File: src/rtl/hs_stream_join_pkg.sv
`default_nettype none
// ============================================================================
// Module      : hs_stream_pkg
// Description : Shared beat type and sizing helpers for the stream join path.
// Revision    : 1.0 - initial release
// ============================================================================
package hs_stream_pkg;

    localparam int BEAT_DATA_W = 8;

    // One joined beat at the default data width: {last, data}.
    typedef struct packed {
        logic                   last;
        logic [BEAT_DATA_W-1:0] data;
    } beat_t;

    // Width of the beat index counter; a one-beat frame still needs one bit.
    function automatic int idx_width(input int frame_len);
        return (frame_len <= 1) ? 1 : $clog2(frame_len);
    endfunction

endpackage
`default_nettype wire

File: src/rtl/hs_stream_join_if.sv
`default_nettype none
// ============================================================================
// Module      : hs_stream_join_if
// Description : Kernel ap_hs value/last channels plus the joined output stream.
// Revision    : 1.0 - initial release
// ============================================================================
interface hs_stream_join_if #(
    parameter int DATA_W = 8
);
    logic [DATA_W-1:0] hw_output_V_value_V;
    logic              hw_output_V_value_V_ap_vld;
    logic              hw_output_V_value_V_ap_ack;
    logic              hw_output_V_last_V;
    logic              hw_output_V_last_V_ap_vld;
    logic              hw_output_V_last_V_ap_ack;
    logic [DATA_W-1:0] m_data;
    logic              m_last;
    logic              m_valid;
    logic              m_ready;

    // Join block view: consumes the kernel channels, sources the stream.
    modport slave (
        input  hw_output_V_value_V, hw_output_V_value_V_ap_vld,
        output hw_output_V_value_V_ap_ack,
        input  hw_output_V_last_V, hw_output_V_last_V_ap_vld,
        output hw_output_V_last_V_ap_ack,
        output m_data, m_last, m_valid,
        input  m_ready
    );

    // Kernel and downstream sink view.
    modport master (
        output hw_output_V_value_V, hw_output_V_value_V_ap_vld,
        input  hw_output_V_value_V_ap_ack,
        output hw_output_V_last_V, hw_output_V_last_V_ap_vld,
        input  hw_output_V_last_V_ap_ack,
        input  m_data, m_last, m_valid,
        output m_ready
    );
endinterface
`default_nettype wire

File: src/rtl/hs_sync_fifo.sv
`default_nettype none
// ============================================================================
// Module      : hs_sync_fifo
// Description : First-word fall-through synchronous FIFO, power-of-two depth.
// Revision    : 1.0 - initial release
// ============================================================================
module hs_sync_fifo #(
    parameter int WIDTH = 9,
    parameter int DEPTH = 4
) (
    input  wire logic             clk,
    input  wire logic             rst,
    input  wire logic             wr_en,
    input  wire logic [WIDTH-1:0] wr_data,
    input  wire logic             rd_en,
    output logic      [WIDTH-1:0] rd_data,
    output logic                  full,
    output logic                  empty
);
    localparam int PTR_W = $clog2(DEPTH);

    logic [WIDTH-1:0] r_mem [DEPTH];
    logic [PTR_W:0]   r_wr_ptr;
    logic [PTR_W:0]   r_rd_ptr;
    logic             w_wr;
    logic             w_rd;

    // Extra pointer bit distinguishes full from empty when the indices match.
    assign empty = (r_wr_ptr == r_rd_ptr);
    assign full  = (r_wr_ptr[PTR_W] != r_rd_ptr[PTR_W]) &&
                   (r_wr_ptr[PTR_W-1:0] == r_rd_ptr[PTR_W-1:0]);
    assign w_wr  = wr_en & ~full;
    assign w_rd  = rd_en & ~empty;

    // Head reads as zero while empty so the output is clean out of reset.
    assign rd_data = empty ? '0 : r_mem[r_rd_ptr[PTR_W-1:0]];

    always_ff @(posedge clk) begin
        if (rst) begin
            r_wr_ptr <= '0;
            r_rd_ptr <= '0;
        end else begin
            if (w_wr) r_wr_ptr <= r_wr_ptr + 1'b1;
            if (w_rd) r_rd_ptr <= r_rd_ptr + 1'b1;
        end
    end

    always_ff @(posedge clk) begin
        if (w_wr) r_mem[r_wr_ptr[PTR_W-1:0]] <= wr_data;
    end
endmodule
`default_nettype wire

File: src/rtl/hs_stream_join.sv
`default_nettype none
// ============================================================================
// Module      : hs_stream_join
// Description : Joins ap_hs value/last channels into one FIFO-buffered stream
//               with frame-length checking and a completed-frame counter.
// Revision    : 1.0 - initial release
// ============================================================================
module hs_stream_join #(
    parameter int DATA_W     = 8,
    parameter int FIFO_DEPTH = 4,
    parameter int FRAME_LEN  = 10,
    parameter int CNT_W      = 16
) (
    input  wire logic             ap_clk,
    input  wire logic             ap_rst,
    hs_stream_join_if.slave       bus,
    output logic      [CNT_W-1:0] frame_count,
    output logic                  frame_done,
    output logic                  err_early,
    output logic                  err_missing
);
    import hs_stream_pkg::*;

    localparam int               IDX_W    = idx_width(FRAME_LEN);
    localparam logic [IDX_W-1:0] IDX_LAST = IDX_W'(FRAME_LEN - 1);

    typedef struct packed {
        logic              last;
        logic [DATA_W-1:0] data;
    } join_beat_t;

    logic [DATA_W-1:0] r_value;
    logic              r_value_held;
    logic              r_last;
    logic              r_last_held;
    logic [IDX_W-1:0]  r_idx;
    logic [CNT_W-1:0]  r_frame_count;
    logic              r_frame_done;
    logic              r_err_early;
    logic              r_err_missing;

    logic              w_push;
    logic              w_value_ack;
    logic              w_last_ack;
    logic              w_fifo_full;
    logic              w_fifo_empty;
    join_beat_t        w_wr_beat;
    join_beat_t        w_rd_beat;

    // Full is the pre-pop status, so a pop never feeds back into the acks.
    assign w_push      = ~ap_rst & r_value_held & r_last_held & ~w_fifo_full;
    assign w_value_ack = ~ap_rst & bus.hw_output_V_value_V_ap_vld & (~r_value_held | w_push);
    assign w_last_ack  = ~ap_rst & bus.hw_output_V_last_V_ap_vld  & (~r_last_held  | w_push);

    assign bus.hw_output_V_value_V_ap_ack = w_value_ack;
    assign bus.hw_output_V_last_V_ap_ack  = w_last_ack;

    always_ff @(posedge ap_clk) begin
        if (ap_rst) begin
            r_value      <= '0;
            r_value_held <= 1'b0;
            r_last       <= 1'b0;
            r_last_held  <= 1'b0;
        end else begin
            // A capture in the same cycle as a push refills the slot.
            if (w_value_ack) begin
                r_value      <= bus.hw_output_V_value_V;
                r_value_held <= 1'b1;
            end else if (w_push) begin
                r_value_held <= 1'b0;
            end
            if (w_last_ack) begin
                r_last      <= bus.hw_output_V_last_V;
                r_last_held <= 1'b1;
            end else if (w_push) begin
                r_last_held <= 1'b0;
            end
        end
    end

    always_ff @(posedge ap_clk) begin
        if (ap_rst) begin
            r_idx         <= '0;
            r_frame_count <= '0;
            r_frame_done  <= 1'b0;
            r_err_early   <= 1'b0;
            r_err_missing <= 1'b0;
        end else begin
            r_frame_done <= 1'b0;
            if (w_push) begin
                if (r_idx == IDX_LAST) begin
                    // Frame closes at the expected length whatever last says.
                    r_idx         <= '0;
                    r_frame_count <= r_frame_count + CNT_W'(1);
                    r_frame_done  <= 1'b1;
                    if (!r_last) r_err_missing <= 1'b1;
                end else if (r_last) begin
                    r_idx       <= '0;
                    r_err_early <= 1'b1;
                end else begin
                    r_idx <= r_idx + IDX_W'(1);
                end
            end
        end
    end

    assign w_wr_beat = '{last: r_last, data: r_value};

    hs_sync_fifo #(
        .WIDTH ($bits(join_beat_t)),
        .DEPTH (FIFO_DEPTH)
    ) u_fifo (
        .clk     (ap_clk),
        .rst     (ap_rst),
        .wr_en   (w_push),
        .wr_data (w_wr_beat),
        .rd_en   (bus.m_ready),
        .rd_data (w_rd_beat),
        .full    (w_fifo_full),
        .empty   (w_fifo_empty)
    );

    assign bus.m_valid = ~w_fifo_empty;
    assign bus.m_data  = w_rd_beat.data;
    assign bus.m_last  = w_rd_beat.last;

    assign frame_count = r_frame_count;
    assign frame_done  = r_frame_done;
    assign err_early   = r_err_early;
    assign err_missing = r_err_missing;
endmodule
`default_nettype wire

File: src/flat_wrapper.sv
// flat-port wrapper written by rule: the top's interface ports become plain ports
module hs_stream_join_flat import hs_stream_pkg::*;
#(
    parameter int DATA_W     = 8,
    parameter int FIFO_DEPTH = 4,
    parameter int FRAME_LEN  = 10,
    parameter int CNT_W      = 16
)
  (ap_clk, ap_rst, frame_count, frame_done, err_early, err_missing, bus_hw_output_V_value_V, bus_hw_output_V_value_V_ap_vld, bus_hw_output_V_value_V_ap_ack, bus_hw_output_V_last_V, bus_hw_output_V_last_V_ap_vld, bus_hw_output_V_last_V_ap_ack, bus_m_data, bus_m_last, bus_m_valid, bus_m_ready);
  hs_stream_join_if #(.DATA_W(DATA_W)) bus_i ();
  input  wire logic ap_clk;
  input  wire logic ap_rst;
  output logic      [CNT_W-1:0] frame_count;
  output logic frame_done;
  output logic err_early;
  output logic err_missing;
  input wire logic [$bits(bus_i.hw_output_V_value_V)-1:0] bus_hw_output_V_value_V;
  input wire logic [$bits(bus_i.hw_output_V_value_V_ap_vld)-1:0] bus_hw_output_V_value_V_ap_vld;
  output wire logic [$bits(bus_i.hw_output_V_value_V_ap_ack)-1:0] bus_hw_output_V_value_V_ap_ack;
  input wire logic [$bits(bus_i.hw_output_V_last_V)-1:0] bus_hw_output_V_last_V;
  input wire logic [$bits(bus_i.hw_output_V_last_V_ap_vld)-1:0] bus_hw_output_V_last_V_ap_vld;
  output wire logic [$bits(bus_i.hw_output_V_last_V_ap_ack)-1:0] bus_hw_output_V_last_V_ap_ack;
  output wire logic [$bits(bus_i.m_data)-1:0] bus_m_data;
  output wire logic [$bits(bus_i.m_last)-1:0] bus_m_last;
  output wire logic [$bits(bus_i.m_valid)-1:0] bus_m_valid;
  input wire logic [$bits(bus_i.m_ready)-1:0] bus_m_ready;
  assign bus_i.hw_output_V_value_V = bus_hw_output_V_value_V;
  assign bus_i.hw_output_V_value_V_ap_vld = bus_hw_output_V_value_V_ap_vld;
  assign bus_hw_output_V_value_V_ap_ack = bus_i.hw_output_V_value_V_ap_ack;
  assign bus_i.hw_output_V_last_V = bus_hw_output_V_last_V;
  assign bus_i.hw_output_V_last_V_ap_vld = bus_hw_output_V_last_V_ap_vld;
  assign bus_hw_output_V_last_V_ap_ack = bus_i.hw_output_V_last_V_ap_ack;
  assign bus_m_data = bus_i.m_data;
  assign bus_m_last = bus_i.m_last;
  assign bus_m_valid = bus_i.m_valid;
  assign bus_i.m_ready = bus_m_ready;
  hs_stream_join #(.DATA_W(DATA_W), .FIFO_DEPTH(FIFO_DEPTH), .FRAME_LEN(FRAME_LEN), .CNT_W(CNT_W)) u_core (.ap_clk(ap_clk), .ap_rst(ap_rst), .bus(bus_i), .frame_count(frame_count), .frame_done(frame_done), .err_early(err_early), .err_missing(err_missing));
endmodule
File: config.mk
export PLATFORM = sky130hd
export DESIGN_NAME = hs_stream_join_flat
export DESIGN_NICKNAME = d
export VERILOG_FILES = /design/src/rtl/hs_stream_join_pkg.sv /design/src/rtl/hs_stream_join_if.sv /design/src/rtl/hs_sync_fifo.sv /design/src/rtl/hs_stream_join.sv /design/src/flat_wrapper.sv
export SDC_FILE = /design/constraint.sdc
export NUM_CORES = 1
export LEC_CHECK = 0
export ABC_AREA = 1
export ABC_CLOCK_PERIOD_IN_PS = 2500
export CAP_MARGIN = 10
export CORE_MARGIN = 2
export CORE_UTILIZATION = 55
export DETAILED_ROUTE_END_ITERATION = 7
export HOLD_SLACK_MARGIN = 0.12
export PLACE_DENSITY = 0.78
export REMOVE_ABC_BUFFERS = 1
export SLEW_MARGIN = 25
export SYNTH_ARGS = -nofsm -noshare
export SYNTH_HDL_FRONTEND = slang
export SYNTH_SLANG_ARGS = --single-unit
File: constraint.sdc
create_clock -name ap_clk -period 2.5 [get_ports ap_clk]
set_input_delay 0.375 -clock ap_clk [delete_from_list [all_inputs] [get_ports ap_clk]]
set_output_delay 0.375 -clock ap_clk [all_outputs]
set_load 0.005 [all_outputs]
=== Word-level counts from Yosys, hierarchy flattened ===
Memories as Yosys holds them, arrays and structs flattened. A register that Yosys moved wholly into a read port is not among the register bits.
Cells that the tools add are included.

* Bits in registers: 40
* Bits in writable memories: 36
* Bits of input ports: 14
* Output and inout port bits: 31
* Logic and storage cells: 57
* Memories kept: 1

{| class="wikitable"
|+ Memory list
! name !! words !! bits a word !! rd ports !! clocked after Yosys merged registers in !! wr ports !! RTL line !! text
|-
| u_core.u_fifo.r_mem || 4 || 9 || 1 || 1 || 1 || hs_sync_fifo.sv:22 || <nowiki>logic [WIDTH-1:0] r_mem [DEPTH];</nowiki>
|}

* $add $sub $neg: 4
* Equality and inequality tests: 4
* Mux-type cells: 11
* Bitwise gates (word level): 19
* Reduce and logical (&&, ||, !) cells: 7

{| class="wikitable"
|+ Operators by type and width
! cell !! number
|-
| 16-bit by 1-bit adder with 16-bit output (second input constant) || 1
|-
| 1-bit bitwise AND || 9
|-
| 9-bit 2-to-1 mux || 1
|-
| 4-bit 2-to-1 mux || 2
|-
| 1-bit inverter || 8
|-
| 3-bit by 1-bit adder with 3-bit output (second input constant) || 2
|-
| 1-bit 2-to-1 mux || 6
|-
| 3-bit AND reduction || 2
|-
| 4-bit by 1-bit adder with 4-bit output (second input constant) || 1
|-
| 4-bit equality test (second input constant) || 1
|-
| 2-bit 2-to-1 mux || 2
|-
| 2-bit nonzero test || 2
|-
| 3-bit equality test || 1
|-
| 2-bit equality test || 1
|-
| 1-bit OR || 2
|-
| 2-bit AND reduction || 1
|-
| 2-bit OR reduction || 1
|-
| 1-bit logical AND || 1
|-
| 1-bit != test || 1
|}

=== Longest topological paths before layout ===
Gate-level depths: netlist of run 1.

* Depth after elaboration: 7
* Mapped depth: 10
* Depth with buffers taken out: 10

=== Hierarchy ===
A second synthesis of run 1 with hierarchy kept.

* Cells, all modules: 432
* Area total of the unflattened synthesis: 3638.5 µm²

{| class="wikitable"
|+ By module, submodules not included
! module !! instances !! cells each !! area each (µm²) !! seq. area each (µm²)
|-
| hs_sync_fifo || 1 || 191 || 1970.6 || 1241.2
|-
| hs_stream_join || 1 || 241 || 1667.8 || 680.7
|}

=== Least setup slack after synthesis of run 1 ===
Ideal clock, no wire load.

* Path kind: input port to flip-flop
* Start: input port ap_rst
* End: memory u_core.u_fifo.r_mem[0][0], enable pin
* Library setup time: 0.374 ns
* Data arrival time: 1.325 ns
* Required time: 2.126 ns
* Path slack: 0.801 ns
* Stages: 6
* Path buffers: 1
* Cells stage by stage: inv_2 > nand2_2 > nor2_4 > nand2_4 > buf_4 > nor2_1

* Longest elaborated chain between the ends: 7

{| class="wikitable"
|+ Ends and longest elaborated chain
! what !! RTL line !! text
|-
| start, declared || flat_wrapper.sv:12 || <nowiki>input wire logic ap_rst;</nowiki>
|-
| 1-bit inverter || hs_stream_join.sv:51 || <nowiki>assign w_push = ~ap_rst & r_value_held & r_last_held & ~w_fifo_full;</nowiki>
|-
| 1-bit bitwise AND (3 in series) || hs_stream_join.sv:51 ||
|-
| 1-bit bitwise AND || hs_sync_fifo.sv:32 || <nowiki>assign w_wr = wr_en & ~full;</nowiki>
|-
| 1-bit 2-to-1 mux || hs_sync_fifo.sv:49 || <nowiki>if (w_wr) r_mem[r_wr_ptr[PTR_W-1:0]] <= wr_data;</nowiki>
|-
| 1-bit 2-to-1 mux (implied by the code) || hs_sync_fifo.sv:49 ||
|-
| end, declared || hs_sync_fifo.sv:22 ||
|}

No other way between the ends.

==> results of run 1 <==
-- metal layers --
| metal | global-route usage [%] | vias to the layer above |
|---|---|---|
| met4 | 8.08 | 0 |
| met5 | 0 | - |
| met2 | 33.4 | 60 |
| li1 | - | 1433 |
| met3 | 4.33 | 10 |
| met1 | 27.9 | 1318 |
-- sequential cells by signal, indices dropped and copies added (netlist names), 3 cells and up, named ones only --
signal                  flops
u_core.frame_count         16
u_core.u_fifo.r_rd_ptr      3
u_core.r_value              8
u_core.u_fifo.r_wr_ptr      3
u_core.u_fifo.r_mem        36
u_core.r_idx                4
-- Yosys cell counts --
master    instances
a21oi_1          18
a21oi_2           9
buf_1             1
buf_12            1
buf_2             7
buf_4             2
clkbuf_1          1
clkinv_1          1
dfxtp_1          42
edfxtp_1         36
ha_1              8
inv_1            34
inv_2             4
inv_4             1
nand2_1         101
nand2_2          13
nand2_4           2
nand3_1          17
nand3_4           2
nand4_1           4
nor2_1           55
nor2_2            1
nor2_4            2
nor3_1            1
nor4_1            1
o21a_1            1
o21ai_0          21
o32ai_1           9
or2_2             1
xnor2_1           2
xor2_1            6
-- metrics by stage --
step                      utilization [%]  power [W]  setup TNS (ns)
final                                68.3    0.00262               0
after global routing                 68.3    0.00274         -0.0663
after CTS                            68.0    0.00263               0
after detailed placement             65.1    0.00178               0
after global placement               65.1    0.00177               0
after floorplan                         -    0.00160               0
-- what timing repair did --
| item | in CTS | in global routing |
|---|---|---|
| endpoints found under the hold margin | 0 | 0 |
| gates resized for setup | 0 | 8 |
| setup buffers | 0 | 0 |
| endpoints found under the setup margin | 0 | 10 |
-- cell families after synthesis --
| family | share of synthesized area, % |
|---|---|
| xor+xnor | 1.97 |
| flops | 53.9 |
| fa+ha+maj | 2.81 |
| buf+inv | 6.46 |
| simple gates | 24.7 |
| compound gates | 10.1 |
-- area by class of cell --
| cell class | count | area (sq um) | area share, % |
|---|---|---|---|
| clock buffer | 9 | 124 | 2.87 |
| sequential | 78 | 1930 | 44.7 |
| clock inverter | 7 | 55.1 | 1.28 |
| timing repair buffer | 56 | 533 | 12.4 |
| tap | 77 | 96.3 | 2.23 |
| multi-input combinational | 274 | 1420 | 32.8 |
| inverter | 40 | 161 | 3.74 |
-- worst paths after layout --
path / end / slack, ns / cells after the start
min reg2reg: u_core.err_early / 0.47 / 2
max reg2reg: flip-flop / 0.83 / 8
min: u_core.r_idx[2] / 0.41 / 3
max: bus_m_data[6] / 0.11 / 6
-- power groups by stage --
stage	clock network [W]	registers, W	logic, W
final	0.000854	0.00141	0.000349
after global routing	0.000926	0.00142	0.000392
after CTS	0.000876	0.00141	0.000346
after detailed placement	0	0.00144	0.000344
after global placement	0	0.00144	0.000336
after floorplan	0	0.00143	0.000165
-- worst register-to-register path, stage by stage (launching register included) --
cell and delay [ns]:
dfxtp_2 0.34, inv_1 0.12, nand2_1 0.07, nand2_1 0.13, nand3_2 0.16, buf_4 0.21
nand2_1 0.17, o21ai_0 0.11, a21oi_1 0.25
==> metrics.md, run 1 <==
| Metric | Value |
|---|---|
| Placed cell area | 0.00411 sq mm |
| Met3 Routed Length | 237 um |
| Kind of critical path | reg -> out |
| Placed cells | 525 |
| Most common cell after layout, fill and taps aside | nand2_1 |
| Fillers | 510 |
| Via density | 5.21 |
| Clk_lat worst skew | 0.34 ns |
| CP top delay family | buffers and inverters |
| Worst-case clock buffer depth | 2 |
| Psw | 0.000706 W |
| CTS root buf | clkbuf_8 |
| Cell taking the most area after synthesis | edfxtp_1 |
| CP Launch Type | flip-flop |
| TritonRoute pass-1 iters | 4 |
| I/O pin count | 45 |
| F_max | 419 MHz |
| Top post-synthesis cells by area | edfxtp_1, dfxtp_1, nand2_1 |
| Net Sw Frac | 27.0% |
| Routed Antenna Nets | 0 |
| Clk slew on worst S/H paths | 0.08 ns |
| Slew headroom | 75.4% |
| Worst Skew | 0.00650 ns |
| Worst path arrival time | 2.01 ns |
| Slew Limit Fails | 0 |
| Area of the core | 0.00631 sq mm |
| Largest net degree at the start of global routing | 19 |
| Largest stage delay on the critical path | 0.49 ns |
| Comb power frac | 13.3% |
| Sink Count | 78 |
| Final hold vios | 0 |
| Nets@finish | 481 |
| Crit path buf inv count | 3 |
| R2r startpoint | u_core.u_fifo.r_wr_ptr[1] |
| Worst-path cell chain | buf_4 > nor2_1 > o32ai_1 > nand2_1 > inv_1 > clkdlybuf4s50_1 |
| WL met1 | 3320 um |
| Initial antenna violation count | 0 |
| Layout cells sized above 1 | 14.7% |
| Residual DRC | 0 |
| Crit Path Max Fanout | 16 |
| Die H | 84.5 um |
| Setup WS pre-CTS | 0.0609 ns |
| Min Hold Slack | 0.406 ns |
| Power Density | 607 mW/mm^2 |
| Vias in the first global route | 2,700 |
| Synthesis-to-layout area growth | 21.0% |
| CTS tree | done |
| Highest routed layer | met4 |
| Final Cell Area | 0.00431 sq mm |
| Wire length on met2 | 3480 um |
| DRT iter0 DRCs | 213 |
| Post-layout min period | 2.39 ns |
| Commonest non-fill, non-tap cells in the layout | nand2_1, nor2_1, clkdlybuf4s50_1 |
| MaxCap Viol Count | 0 |
| Number of placement rows | 29 |
| Seq cells post-synth | 78 |
| Leakage power | 1.64 nW |
| Htree depth | 3 |
| CTS Buf Count | 9 |
| Synth Cell Area | 0.00356 sq mm |
| Syn avg cell area | 8.82 sq um |
| Worst Tran Pin Value | 0.365 ns |
| Post-DP HPWL | 4940 um |
| Setup violations, final | 0 |
| Global route overflow | 0 |
| First-pass GRT wire length | 11,900 um |
| Hold path start | ap_rst |
| Final WS setup | 0.111 ns |
| Yosys Warn Count | 0 |
| Post-synthesis sequential area ratio | 53.9% |
| Final clock period utilization by the worst path | 95.6% |
| Chip Width | 84.5 um |
| Setup crit end kind | output port |
| Hold Path Class | in -> reg |
| RePlAce Congestion | 0.806 |
| P_int | 0.00191 W |
| Number of vias in the routed layout | 2,821 |
| Wirelength, routed | 7140 um |
| Hold bufs inserted after CTS | 0 |
| Slowest CP cell | clkdlybuf4s50_1 |
| Final std cells w/o fill | 541 |
| Outcome | finished, final reports clean |
| Antenna diodes | 0 |
| Critical path required time | 2.12 ns |
| Flop pwr share | 54.0% |
| Gate count of the mapped netlist | 404 |
| VDD IR max | 417 uV |
| Initial Utilization | 56.4% |
| Clock power frac | 32.6% |
| Post-synth cell types | 31 |
| Top-area cell type share of the netlist area | 30.3% |
| Global-route total usage across every layer | 20.8% |
| Per-cell routed wire length | 13.2 um |
| DIE AREA | 0.00714 sq mm |
| PortBufs | 44 |
Power figures use the tool's default switching activity.
==> inputs of run 2 (changes only) <==
--- a/config.mk
+++ b/config.mk
@@ -6,7 +6,6 @@
 export NUM_CORES = 1
 export LEC_CHECK = 0
 export ABC_AREA = 1
-export ABC_CLOCK_PERIOD_IN_PS = 2500
 export CAP_MARGIN = 10
 export CORE_MARGIN = 2
 export CORE_UTILIZATION = 55
@@ -14,6 +13,7 @@
 export HOLD_SLACK_MARGIN = 0.12
 export PLACE_DENSITY = 0.78
 export REMOVE_ABC_BUFFERS = 1
+export SKIP_LAST_GASP = 1
 export SLEW_MARGIN = 25
 export SYNTH_ARGS = -nofsm -noshare
 export SYNTH_HDL_FRONTEND = slang
==> results of run 2 <==
Same layout as run 1: the final DEF is identical, and so are final timing and power.
